==> src/rtl/lsu_mem_pkg.sv <==
`default_nettype none
// ============================================================================
// Module   : lsu_mem_pkg
// Brief    : Shared LSU op-field encodings, FSM state codes and helpers.
// Revision : 1.0 - initial release
// ============================================================================
package lsu_mem_pkg;

    localparam int c_op_store_bit = 3;
    localparam int c_op_uns_bit   = 2;

    localparam logic [1:0] c_sz_b = 2'b00;
    localparam logic [1:0] c_sz_h = 2'b01;
    localparam logic [1:0] c_sz_w = 2'b10;
    localparam logic [1:0] c_sz_d = 2'b11;

    localparam logic [1:0] c_st_idle = 2'd0;
    localparam logic [1:0] c_st_req  = 2'd1;
    localparam logic [1:0] c_st_wait = 2'd2;
    localparam logic [1:0] c_st_done = 2'd3;

    function automatic logic [7:0] size_mask(input logic [1:0] sz);
        case (sz)
            c_sz_b:  size_mask = 8'h01;
            c_sz_h:  size_mask = 8'h03;
            c_sz_w:  size_mask = 8'h0F;
            default: size_mask = 8'hFF;
        endcase
    endfunction

    function automatic logic is_misaligned(input logic [2:0] lo, input logic [1:0] sz);
        case (sz)
            c_sz_b:  is_misaligned = 1'b0;
            c_sz_h:  is_misaligned = lo[0];
            c_sz_w:  is_misaligned = |lo[1:0];
            default: is_misaligned = |lo;
        endcase
    endfunction

endpackage
`default_nettype wire

==> src/rtl/lsu_ext.sv <==
`default_nettype none
// ============================================================================
// Module   : lsu_ext
// Brief    : Load lane select, size truncation and sign/zero extension.
// Revision : 1.0 - initial release
// ============================================================================
module lsu_ext
    import lsu_mem_pkg::*;
(
    input  logic [63:0] rdata,
    input  logic [2:0]  offset,
    input  logic [1:0]  size,
    input  logic        uns,
    output logic [63:0] data
);

    logic [63:0] w_shifted;

    assign w_shifted = rdata >> {offset, 3'b000};

    always_comb begin
        data = w_shifted;
        case (size)
            c_sz_b:  data = uns ? {56'd0, w_shifted[7:0]}  : {{56{w_shifted[7]}},  w_shifted[7:0]};
            c_sz_h:  data = uns ? {48'd0, w_shifted[15:0]} : {{48{w_shifted[15]}}, w_shifted[15:0]};
            c_sz_w:  data = uns ? {32'd0, w_shifted[31:0]} : {{32{w_shifted[31]}}, w_shifted[31:0]};
            default: data = w_shifted;
        endcase
    end

endmodule
`default_nettype wire

==> src/rtl/lsu_mem.sv <==
`default_nettype none
// ============================================================================
// Module   : lsu_mem
// Brief    : Single-outstanding load/store unit bridging execute to a 64-bit bus.
//            Define LSU_MISALIGN_CHECK_EN to fault size-misaligned accesses.
// Revision : 1.0 - initial release
// ============================================================================
module lsu_mem
    import lsu_mem_pkg::*;
#(
    parameter int ADDR_W = 64,
    parameter int DATA_W = 64
) (
    input  logic              clk,
    input  logic              rst_n,
    input  logic              req_valid,
    output logic              req_ready,
    input  logic [ADDR_W-1:0] req_addr,
    input  logic [DATA_W-1:0] req_wdata,
    input  logic [3:0]        req_op,
    input  logic [4:0]        req_rd,
    output logic              mem_req_valid,
    input  logic              mem_req_ready,
    output logic [ADDR_W-1:0] mem_req_addr,
    output logic              mem_req_we,
    output logic [DATA_W-1:0] mem_req_wdata,
    output logic [7:0]        mem_req_wstrb,
    input  logic              mem_rsp_valid,
    input  logic [DATA_W-1:0] mem_rsp_rdata,
    output logic              wb_valid,
    output logic              wb_we,
    output logic [4:0]        wb_rd,
    output logic [DATA_W-1:0] wb_data,
    output logic              wb_err
);

    logic [1:0]        r_state;
    logic [ADDR_W-1:0] r_addr;
    logic [3:0]        r_op;
    logic [4:0]        r_rd;
    logic [DATA_W-1:0] r_wdata;
    logic [DATA_W-1:0] r_rdata;
    logic              r_err;

    logic              w_misalign;
    logic [2:0]        w_offset;
    logic              w_store;
    logic              w_done;
    logic [DATA_W-1:0] w_load_data;

`ifdef LSU_MISALIGN_CHECK_EN
    assign w_misalign = is_misaligned(req_addr[2:0], req_op[1:0]);
`else
    assign w_misalign = 1'b0;
`endif

    always_ff @(posedge clk) begin
        if (!rst_n) begin
            r_state <= c_st_idle;
            r_addr  <= '0;
            r_op    <= '0;
            r_rd    <= '0;
            r_wdata <= '0;
            r_rdata <= '0;
            r_err   <= 1'b0;
        end else begin
            case (r_state)
                c_st_idle: begin
                    if (req_valid) begin
                        r_addr  <= req_addr;
                        r_op    <= req_op;
                        r_rd    <= req_rd;
                        r_wdata <= req_wdata;
                        r_err   <= w_misalign;
                        // A faulting access never reaches the bus.
                        r_state <= w_misalign ? c_st_done : c_st_req;
                    end
                end
                c_st_req: begin
                    if (mem_req_ready) r_state <= c_st_wait;
                end
                c_st_wait: begin
                    if (mem_rsp_valid) begin
                        r_rdata <= mem_rsp_rdata;
                        r_state <= c_st_done;
                    end
                end
                default: begin
                    r_err   <= 1'b0;
                    r_state <= c_st_idle;
                end
            endcase
        end
    end

    assign w_offset = r_addr[2:0];
    assign w_store  = r_op[c_op_store_bit];
    assign w_done   = rst_n && (r_state == c_st_done);

    lsu_ext u_lsu_ext (
        .rdata  (r_rdata),
        .offset (w_offset),
        .size   (r_op[1:0]),
        .uns    (r_op[c_op_uns_bit]),
        .data   (w_load_data)
    );

    assign req_ready     = rst_n && (r_state == c_st_idle);
    assign mem_req_valid = rst_n && (r_state == c_st_req);
    assign mem_req_addr  = {r_addr[ADDR_W-1:3], 3'b000};
    assign mem_req_we    = w_store;
    // Strobes shifted past lane 7 fall off the 8-bit result.
    assign mem_req_wstrb = size_mask(r_op[1:0]) << w_offset;
    assign mem_req_wdata = r_wdata << {w_offset, 3'b000};

    assign wb_valid = w_done;
    assign wb_err   = w_done && r_err;
    assign wb_we    = w_done && !w_store && !r_err;
    assign wb_rd    = w_done ? r_rd : 5'd0;
    assign wb_data  = wb_we ? w_load_data : '0;

endmodule
`default_nettype wire
==> config.mk <==
export PLATFORM = sky130hd
export DESIGN_NAME = lsu_mem
export DESIGN_NICKNAME = d
export VERILOG_FILES = /design/src/rtl/lsu_mem_pkg.sv /design/src/rtl/lsu_ext.sv /design/src/rtl/lsu_mem.sv
export SDC_FILE = /design/constraint.sdc
export NUM_CORES = 1
export LEC_CHECK = 0
export BUFFER_PORTS_ARGS = -buffer_cell sky130_fd_sc_hd__buf_2
export CAP_MARGIN = 30
export CELL_PAD_IN_SITES_DETAIL_PLACEMENT = 0
export CELL_PAD_IN_SITES_GLOBAL_PLACEMENT = 1
export CORE_AREA = 2 2 198 200
export DETAILED_ROUTE_END_ITERATION = 8
export DIE_AREA = 0 0 200 202
export PLACE_DENSITY = 0.76
export SYNTH_ARGS = -nofsm -noshare
export SYNTH_HDL_FRONTEND = slang
export SYNTH_HIERARCHICAL = 1
export SYNTH_SLANG_ARGS = --single-unit
==> constraint.sdc <==
create_clock -name clk -period 1.9 [get_ports clk]
set_input_delay 0.285 -clock clk [delete_from_list [all_inputs] [get_ports clk]]
set_output_delay 0.285 -clock clk [all_outputs]
set_load 0.02 [all_outputs]
==> results.py <==
metrics = {
    "yosys": {
        "syn_area_mm2": 0.0129,
        "syn_inst": 1569,
        "synth-edff-count": 0,
        "yosys_register_bits": 203,
        "ys_seq_area_frac": 0.316,
        "synth_ff_type": "dfxtp_1",
        "ys_types": 56,
        "async_flop_share": 0,
        "yosysWarnings": 6,
        "avgSynthCellArea_um2": 8.20,
    },
    "timing": {
        "relSlewSlack": 0.526,
        "fin_ws_ns": -0.869,
        "setup_tns_ns": -86.52,
        "grt_setup_unrepaired": "yes",
        "finalCritPeriodShare": 1.46,
        "fmax_mhz": 361,
        "finalHoldWorstSlack_ns": 0.0174,
        "finClkSkew_ns": 0.00995,
        "hold_viol_final": 0,
        "drv_slew": 0,
        "setup_viol_count_final": 137,
        "tightest_slew_ns": 0.709,
        "min_period_ns": 2.77,
    },
    "setup_path": {
        "r2r-end": "r_addr[49]",
        "regToRegSetupSlack_ns": 0.07,
        "path_buf_inv": 4,
        "crit_type": "reg2out",
        "max_stage_delay_ns": 0.45,
        "cpLargestDelayFamily": "buffers and inverters",
        "cp-start-kind": "flop",
        "cp.depth": 8,
        "rr_worst_depth": 8,
        "critPathRequiredTime_ns": 1.62,
        "reg2reg_from": "r_state[0]",
        "cp-startpoint": "r_addr[0]",
        "worstSetupEndpoint": "wb_data[11]",
        "slowest_stage": "o2bb2ai_1",
        "path_max_fanout": 6,
        "worstPathCellList": "buf_12 -> buf_6 -> bufbuf_16 -> o2bb2ai_1 -> mux2i_1 -> o21ai_1 -> and2_1 -> buf_6",
        "cp-end-kind": "primary output",
        "critPathMostFrequentCell": "buf_6",
        "cp.arrival_ns": 2.48,
    },
    "grt": {
        "grt_pass1_vias": 14100,
        "antenna_found_initial": 4,
        "grt_max_degree": 172,
        "grtUsageTotal": 0.250,
        "grt.overflow.total": 0,
        "grt_pass1_wl_mm": 79.6,
    },
    "route": {
        "detail_route.wl_per_cell_um": 19.9,
        "vias_per_cell": 5.20,
        "ant_nets": 0,
        "drt-total-wl_mm": 54.8,
        "first_pass_iters": 6,
        "drcViolationCount": 0,
        "dr.first_iter.drc_count": 853,
        "num_vias": 14300,
    },
    "power": {
        "peakVddDrop_mv": 0.727,
        "leakagePower_nw": 9.01,
        "p_per_area_mw_per_mm2": 1010,
    },
    "finish": {
        "fillerInstances": 3164,
        "area_growth_pct": 69.8,
        "nets": 2424,
        "fin_util": 0.571,
        "drive_gt1_frac": 0.432,
    },
    "die": {
        "chipWidth_um": 200,
        "chipHeight_um": 202,
        "core-area_mm2": 0.0383,
        "ios": 417,
        "core.rowCount": 72,
        "die_area_mm2": 0.0404,
        "initial_utilization": 0.336,
    },
    "place": {
        "dpl.hpwl_mm": 35.5,
        "gp_congestion": 0.959,
        "port_buffers": 412,
    },
    "status": {
        "violations": "negative setup slack",
        "status": "finished with violations",
    },
    "clock_network": {
        "clkSinkCount": 203,
        "cts_root_buffer": "clkbuf_16",
        "cts-buffers-inserted": 25,
        "clkTransAtPathRegs_ns": 0.07,
        "cts_tree": "built",
        "clk_path_buf_depth": 3,
        "htree_levels": 1,
        "clk_latency_ns": 0.55,
    },
    "hold_path": {
        "hp-class": "in2reg",
    },
    "flow_run": {
        "cap_violations": 0,
    },
}
-- cell type report --
type	count	area, um2	share of cell area
antenna	4	10.0	0.000458
clock buffer	35	743	0.0340
clock inverter	7	125	0.00572
inverter	7	26.3	0.00120
multi-input combinational	1155	8750	0.400
sequential	203	4080	0.187
tap	518	648	0.0297
timing repair buffer	822	7480	0.342
-- placed cells by master (no fill, tap or decap), drive strengths merged, types with 11 or more instances in the layout --
cell type    count
o2111ai         16
a21oi           13
buf            635
mux2i          105
nand3           11
nor2            14
nand4           26
dlygate4sd3    172
clkbuf          44
nand2          461
mux4            33
mux2            26
a21boi         201
o2bb2ai         11
nor2b           14
o21ai           38
dfxtp          203
and2            79
-- repair_timing --
| action | 4_1_cts | 5_1_grt |
|---|---|---|
| hold endpoints to repair | 172 | 0 |
| setup buffers | 36 | 43 |
| hold buffers | 172 | 0 |
| gates resized for setup | 396 | 242 |
| gates cloned | 18 | 10 |
| endpoints found under the setup margin | 141 | 139 |
| pin swaps | 60 | 81 |
-- flip-flops by register name, indices dropped and copies added (netlist names) --
register / flops
r_rdata: 64
r_wdata: 64
r_rd: 5
r_op: 4
r_addr: 64
r_state: 2
-- layer usage --
layer | up-vias | part of all wire | global-route usage
met5 | - | 0.00024 | 0
met4 | 2 | 0.054 | 0.104
met3 | 189 | 0.068 | 0.0527
met2 | 670 | 0.50 | 0.444
met1 | 6816 | 0.38 | 0.288
li1 | 6639 | - | -
-- cells by family (layout without fill, tap and decap cells) --
| logic type | count (synthesis) | after routing | share of synthesized area |
|---|---|---|---|
| multiplexers | 164 | 164 | 0.163 |
| AND/OR/NAND/NOR | 641 | 642 | 0.220 |
| flip-flops | 203 | 203 | 0.316 |
| other | 1 | 8 | 0.000291 |
| buffers and inverters | 215 | 871 | 0.102 |
| AO/OA/AOI/OAI | 341 | 341 | 0.196 |
| adder cells (fa/ha/maj) | 4 | 4 | 0.00389 |
-- metrics by stage --
step,cells,setup WS [ns],cell area (um2),power (W)
2_1_floorplan,1572,0.00423,12900,0.0107
3_5_place_dp,2439,-0.237,15700,0.0135
4_1_cts,2707,-0.777,20500,0.0209
5_1_grt,2749,-0.930,21900,0.0231
3_3_place_gp,2439,-0.199,15700,0.0134
6_report,2751,-0.869,21900,0.0221
-- worst min-delay path, stage by stage --
cell,delay [ns]
buf_2,0.10
nand2_1,0.06
a21boi_0,0.07
-- report_power, final --
| part | total, W | switching [W] | internal [W] | leakage (nW) |
|---|---|---|---|---|
| clock | 0.00505 | 0.00193 | 0.00312 | 0.432 |
| combinational | 0.0113 | 0.00579 | 0.00554 | 6.92 |
| sequential | 0.00576 | 0.000801 | 0.00495 | 1.66 |
| total | 0.0221 | 0.00852 | 0.0136 | 9.01 |
-- worst min-delay path by stage --
stage / startpoint / end / slack [ns] / depth (start not counted)
6_report: mem_rsp_rdata[48] / r_rdata[48] / 0.02 / 3
5_1_grt: mem_rsp_rdata[21] / r_rdata[21] / 0.02 / 3
4_1_cts: mem_rsp_rdata[28] / r_rdata[28] / 0.0005 / 3
3_5_place_dp: r_rd[3] / r_rd[3] / 0.46 / 2
3_3_place_gp: r_addr[32] / r_addr[32] / 0.45 / 2
2_1_floorplan: req_addr[1] / r_addr[1] / 0.42 / 2
-- cells in the mapped netlist (all sizes together) (9+ instances only) --
| cell | n | area, um2 |
|---|---|---|
| mux2 | 26 | 293 |
| o21ai | 38 | 190 |
| nand4 | 26 | 163 |
| or2 | 9 | 56.3 |
| a21boi | 201 | 1510 |
| buf | 153 | 1070 |
| dfxtp | 203 | 4060 |
| nor2 | 14 | 52.6 |
| mux4 | 33 | 751 |
| clkbuf | 55 | 208 |
| o2bb2ai | 11 | 96.3 |
| nand3 | 11 | 55.1 |
| and2 | 79 | 494 |
| o2111ai | 16 | 153 |
| nor2b | 14 | 87.6 |
| mux2i | 105 | 1050 |
| a21oi | 13 | 65.1 |
| nand2 | 461 | 1730 |
No activity file was read; power rests on OpenSTA's default activity.
